==> config.mk <==
export PLATFORM = sky130hd
export DESIGN_NAME = decode_stage
export DESIGN_NICKNAME = d
export VERILOG_FILES = /design/src/rtl/decode_stage.sv
export SDC_FILE = /design/constraint.sdc
export NUM_CORES = 2
export LEC_CHECK = 0
export BUFFER_PORTS_ARGS = -buffer_cell sky130_fd_sc_hd__buf_2
export CAP_MARGIN = 15
export CORE_MARGIN = 3
export CORE_UTILIZATION = 37
export CTS_BUF_LIST = sky130_fd_sc_hd__clkbuf_4
export DETAILED_ROUTE_END_ITERATION = 12
export GPL_ROUTABILITY_DRIVEN = 0
export MAX_ROUTING_LAYER = met4
export PLACE_DENSITY = 0.5
export SKIP_CTS_REPAIR_TIMING = 1
export SYNTH_ARGS = -nofsm -noshare
export SYNTH_HDL_FRONTEND = slang
export SYNTH_SLANG_ARGS = --single-unit
==> constraint.sdc <==
create_clock -name clk -period 4.6 [get_ports clk]
set_input_delay 0.46 -clock clk [delete_from_list [all_inputs] [get_ports clk]]
set_output_delay 0.46 -clock clk [all_outputs]
set_load 0.05 [all_outputs]
==> src/rtl/decode_stage.sv <==
// Decode stage for a minimal RV32I subset (ADD, ADDI).
// Holds the 32-entry register file, decodes one instruction per accept and
// presents registered operands to the ALU behind a valid/ready handshake.
// Unsupported instructions are consumed and flagged with a one-cycle pulse.
module decode_stage (
    input  logic        clk,
    input  logic        reset,
    input  logic        in_valid,
    output logic        in_ready,
    input  logic [31:0] instr,
    input  logic        wb_en,
    input  logic [4:0]  wb_rd,
    input  logic [31:0] wb_data,
    output logic        out_valid,
    input  logic        out_ready,
    output logic [31:0] op1,
    output logic [31:0] op2,
    output logic        is_add,
    output logic        is_addi,
    output logic [4:0]  rd,
    output logic        illegal
);

    localparam logic [6:0] OPC_OP     = 7'b0110011;
    localparam logic [6:0] OPC_OP_IMM = 7'b0010011;

    logic [31:0] regs [32];

    logic [6:0]  f_opcode;
    logic [4:0]  f_rd;
    logic [2:0]  f_funct3;
    logic [4:0]  f_rs1;
    logic [4:0]  f_rs2;
    logic [6:0]  f_funct7;

    logic        dec_add;
    logic        dec_addi;
    logic        dec_legal;
    logic        accept;
    logic        consume;
    logic [31:0] rs1_val;
    logic [31:0] rs2_val;
    logic [31:0] imm_val;

    assign f_opcode = instr[6:0];
    assign f_rd     = instr[11:7];
    assign f_funct3 = instr[14:12];
    assign f_rs1    = instr[19:15];
    assign f_rs2    = instr[24:20];
    assign f_funct7 = instr[31:25];

    assign dec_add   = (f_opcode == OPC_OP) && (f_funct3 == 3'b000) && (f_funct7 == 7'b0000000);
    assign dec_addi  = (f_opcode == OPC_OP_IMM) && (f_funct3 == 3'b000);
    assign dec_legal = dec_add || dec_addi;
    assign imm_val   = {{20{instr[31]}}, instr[31:20]};

    // The stage can take a new instruction whenever its output slot is empty or being drained.
    assign in_ready = !out_valid || out_ready;
    assign accept   = in_valid && in_ready;
    assign consume  = out_valid && out_ready;

    // Operand read: x0 is hardwired to zero, and a writeback landing this cycle is forwarded.
    always_comb begin
        rs1_val = '0;
        rs2_val = '0;
        if (f_rs1 != 5'd0) begin
            if (wb_en && (wb_rd == f_rs1)) begin
                rs1_val = wb_data;
            end else begin
                rs1_val = regs[f_rs1];
            end
        end
        if (f_rs2 != 5'd0) begin
            if (wb_en && (wb_rd == f_rs2)) begin
                rs2_val = wb_data;
            end else begin
                rs2_val = regs[f_rs2];
            end
        end
    end

    // Register file writeback runs regardless of any output stall; writes to x0 are dropped.
    always_ff @(posedge clk or negedge reset) begin
        if (!reset) begin
            for (int i = 0; i < 32; i++) begin
                regs[i] <= '0;
            end
        end else if (wb_en && (wb_rd != 5'd0)) begin
            regs[wb_rd] <= wb_data;
        end
    end

    // Output slot: load on a legal accept, empty on drain, otherwise hold; illegal pulses once.
    always_ff @(posedge clk or negedge reset) begin
        if (!reset) begin
            out_valid <= 1'b0;
            op1       <= '0;
            op2       <= '0;
            is_add    <= 1'b0;
            is_addi   <= 1'b0;
            rd        <= '0;
            illegal   <= 1'b0;
        end else begin
            illegal <= accept && !dec_legal;
            if (accept && dec_legal) begin
                out_valid <= 1'b1;
                op1       <= rs1_val;
                op2       <= dec_add ? rs2_val : imm_val;
                is_add    <= dec_add;
                is_addi   <= dec_addi;
                rd        <= f_rd;
            end else if (consume) begin
                out_valid <= 1'b0;
                is_add    <= 1'b0;
                is_addi   <= 1'b0;
            end
        end
    end

endmodule
==> results.cfg <==
[cells_and_area]
instances_no_fill = 6288
final_common_cell = sky130_fd_sc_hd__dfrtp_1
number_of_fillers_in_the_final_layout = 14093
layout_common_cells = 1097 x sky130_fd_sc_hd__dfrtp_1, 998 x sky130_fd_sc_hd__mux2_2, 533 x sky130_fd_sc_hd__mux4_2
layout.nets = 4106
finalCoreUtilization = 0.425
area_delta_synth_final_pct = 13.6
final_layout_size_suffix_gt1_frac = 0.550

[cts]
cts_root_buffer = sky130_fd_sc_hd__clkbuf_4
cts_tree = done
cts_num_sinks = 1097
clock_insertion_delay_worst_skew_ns = 1.25
cts.clk_slew.worst_paths_ns = 0.07
max-clock-path-buffers = 4
cts_htree_levels = 5
cts_buffers = 325

[setup_path]
crit-reg2reg-capture = op2[7]$_DFFE_PN0P_
r2r_cells = 7
cp_data_required_time_ns = 5.74
setup.reg_to_reg.worst_slack_ns = 1.61
crit_path_start_kind = input port
worstSetupPathType = input port to register
worst_r2r_startpoint = out_valid$_DFFE_PN0P_
timing.critical_path.fanout_max = 69
cp_data_arrival_time_ns = 4.29
critPathCaptureType = register

[timing]
report.final.setup_viol = 0
upper_clock_frequency_limit_ghz = 0.318
timing.hold.ws_ns = 0.0556
setup_repair_after_global_routing_missed_its_margin = no
post-route-period-util = 0.684
final_period_minus_worst_setup_slack_ns = 3.14
tns_ns = 0
total_count_of_hold_check_failures_in_the_final_report = 0
maxSlewHeadroom = 0.148
slew_violations = 0
fin_skew_ns = 0.0637
tightestPinTransition_ns = 1.28

[worst_hold_path]
hold_path.class = input port to register
holdPathEnd = is_add$_DFFE_PN0P_
hold-path-cell-count = 6
hold_path.startpoint = instr[14]

[placement]
hpwl_um = 114000
dp_cells = 5665
io_buffer_count = 147

[yosys]
synth_area_in_xor_xnor = 0.00154
synth_register_bits = 1097
netlist-cell-type-count = 58
synth_top_cell_by_area = sky130_fd_sc_hd__dfrtp_1
mapped_cells = 3807
syn_area_um2 = 57000
yosys.area_share.simple = 0.0261
synth_async_sr_flop_share = 1.00
syn_nets = 3881
dominant_combinational_cell_family_by_area_after_synthesis = multiplexers
seq_area_frac_synth = 0.481
synth_enable_flop_cells = 0
syn_avg_cell_area_um2 = 15.0
synth.top_cells.by_area = sky130_fd_sc_hd__dfrtp_1 48%, sky130_fd_sc_hd__mux4_2 21%, sky130_fd_sc_hd__mux2_2 20%, sky130_fd_sc_hd__a22oi_1 2.5%, sky130_fd_sc_hd__clkbuf_1 1.7%
post_synth_fa_ha_maj_area_fraction = 0
yosys_warnings = 0
share_of_the_synthesized_area_in_the_top_cell_type = 0.481
synthFlopType = sky130_fd_sc_hd__dfrtp_1
post_synth_mux_area_share = 0.410
synth-compound-area-share = 0.0459

[power]
design_power_total_w = 0.0272
static_leakage_nw = 28.2
irDropWorstVdd_v = 0.000223
cellPowerDensity_nw_per_um2 = 420

[floorplanning]
core_region_area_um2 = 153000
die_x_um = 399
ios = 148
die_y_um = 399
floorplan_row_count = 143
start_util = 0.374
die_footprint_um2 = 159000

[grt]
vias_in_the_first_global_route = 39018
grt_overflow = 0
grt_first_pass_wirelength_um = 290000
antenna_violations_before_repair = 16
grt_start_max_net_pins = 127
globalRouteTotalUtil = 0.263

[detailed_routing]
vias = 38308
wl_per_cell_um = 32.3
post_route_ant_nets = 0
first_pass_iters = 6
detail_route.vias_per_cell = 6.09
drc = 0
wl_um = 203000
drt-initial-drc-count = 3474

[run_status]
status = finished clean

[run]
max_cap_violations = 0
stage by stage:
stage / area, µm² / worst slack (ns)
5_1_grt: 64800 / 1.32
3_3_place_gp: 60100 / 1.35
3_5_place_dp: 60100 / 1.38
6_report: 64800 / 1.46
4_1_cts: 64100 / 1.75
2_1_floorplan: 57000 / 2.09
how the worst max path moves through the flow:
stage | from | endpoint | slack (ns) | depth (start not counted)
floorplan | out_valid$_DFFE_PN0P_ | op2[6]$_DFFE_PN0P_ | 2.09 | 7
global placement | wb_rd[4] | regs[687]$_DFFE_PN0P_ | 1.35 | 4
detailed placement | instr[5] | op1[30]$_DFFE_PN0P_ | 1.38 | 6
CTS | op2[14]$_DFFE_PN0P_ | op2[14] | 1.75 | 1
global route | instr[13] | op2[7]$_DFFE_PN0P_ | 1.32 | 10
finish | instr[13] | op2[7]$_DFFE_PN0P_ | 1.46 | 10
final cells by class:
class	count	area, µm²	area share
Multi-Input combinational cell	2266	27900	0.431
Inverter	11	42.5	0.000656
Timing Repair Buffer	331	2880	0.0444
Clock inverter	64	324	0.00500
Tap cell	2030	2540	0.0392
Antenna cell	9	22.5	0.000348
Sequential cell	1097	27500	0.424
Clock buffer	480	3600	0.0556
logic make-up (layout without fill, tap and decap cells):
| family | Yosys count | in the layout |
|---|---|---|
| compound gates | 380 | 380 |
| xor+xnor | 10 | 10 |
| buf+inv | 444 | 886 |
| flops | 1097 | 1097 |
| mux | 1545 | 1545 |
| other cells | 0 | 9 |
| simple gates | 331 | 331 |
metal layers:
layer	part of all wire	global-route usage
met1	0.45	0.367
met2	0.45	0.382
met3	0.071	0.0560
met4	0.029	0.0880
met5	0	-
state kept, by name, indices dropped and copies added, names as in the netlist:
| signal | count |
|---|---|
| regs | 1024 |
| op1 | 32 |
| op2 | 32 |
| rd | 5 |
| illegal | 1 |
| is_add | 1 |
| is_addi | 1 |
| out_valid | 1 |
synth_stat cells, types with 3 or more instances:
cell type                  instances
sky130_fd_sc_hd__o22ai_1          32
sky130_fd_sc_hd__o21ai_0          68
sky130_fd_sc_hd__o211ai_1          3
sky130_fd_sc_hd__xnor2_1           9
sky130_fd_sc_hd__a222oi_1          5
sky130_fd_sc_hd__o221ai_1          3
sky130_fd_sc_hd__mux2_2          998
sky130_fd_sc_hd__buf_2            89
sky130_fd_sc_hd__and2_1            3
sky130_fd_sc_hd__mux2i_1          12
sky130_fd_sc_hd__a211oi_1          6
sky130_fd_sc_hd__nand3b_1          6
sky130_fd_sc_hd__nor3b_1           6
sky130_fd_sc_hd__nand2b_1          4
sky130_fd_sc_hd__o31ai_1           6
sky130_fd_sc_hd__buf_6            19
sky130_fd_sc_hd__dfrtp_1        1097
sky130_fd_sc_hd__or3_1             5
sky130_fd_sc_hd__inv_1            10
sky130_fd_sc_hd__a21oi_1           8
sky130_fd_sc_hd__mux4_2          533
sky130_fd_sc_hd__nor2b_1           6
sky130_fd_sc_hd__nand2_1         174
sky130_fd_sc_hd__buf_1            60
sky130_fd_sc_hd__a31oi_1          41
sky130_fd_sc_hd__clkbuf_1        252
sky130_fd_sc_hd__and3_1            8
sky130_fd_sc_hd__buf_4            12
sky130_fd_sc_hd__o21a_1            3
sky130_fd_sc_hd__nand3_1          52
sky130_fd_sc_hd__nor2_1           47
sky130_fd_sc_hd__nor3_1            6
sky130_fd_sc_hd__a22oi_1         190
power breakdown:
group | total (W) | switching, W | leakage (nW) | internal [W]
Sequential | 0.0126 | 0.00120 | 14.1 | 0.0114
Combinational | 0.00540 | 0.00219 | 11.8 | 0.00321
Clock | 0.00922 | 0.00432 | 2.35 | 0.00490
Total | 0.0272 | 0.00771 | 28.2 | 0.0195
worst max-delay path, stage by stage:
cell	delay, ns
sky130_fd_sc_hd__dlygate4sd3_1	0.53
sky130_fd_sc_hd__buf_2	0.12
sky130_fd_sc_hd__nor4_2	0.40
sky130_fd_sc_hd__dlygate4sd3_1	0.62
sky130_fd_sc_hd__nand2_1	0.14
sky130_fd_sc_hd__nor3_4	0.22
sky130_fd_sc_hd__buf_4	0.71
sky130_fd_sc_hd__o211ai_1	0.20
sky130_fd_sc_hd__o31ai_1	0.25
sky130_fd_sc_hd__dlygate4sd3_1	0.58
(Power assumes the default switching activity.)
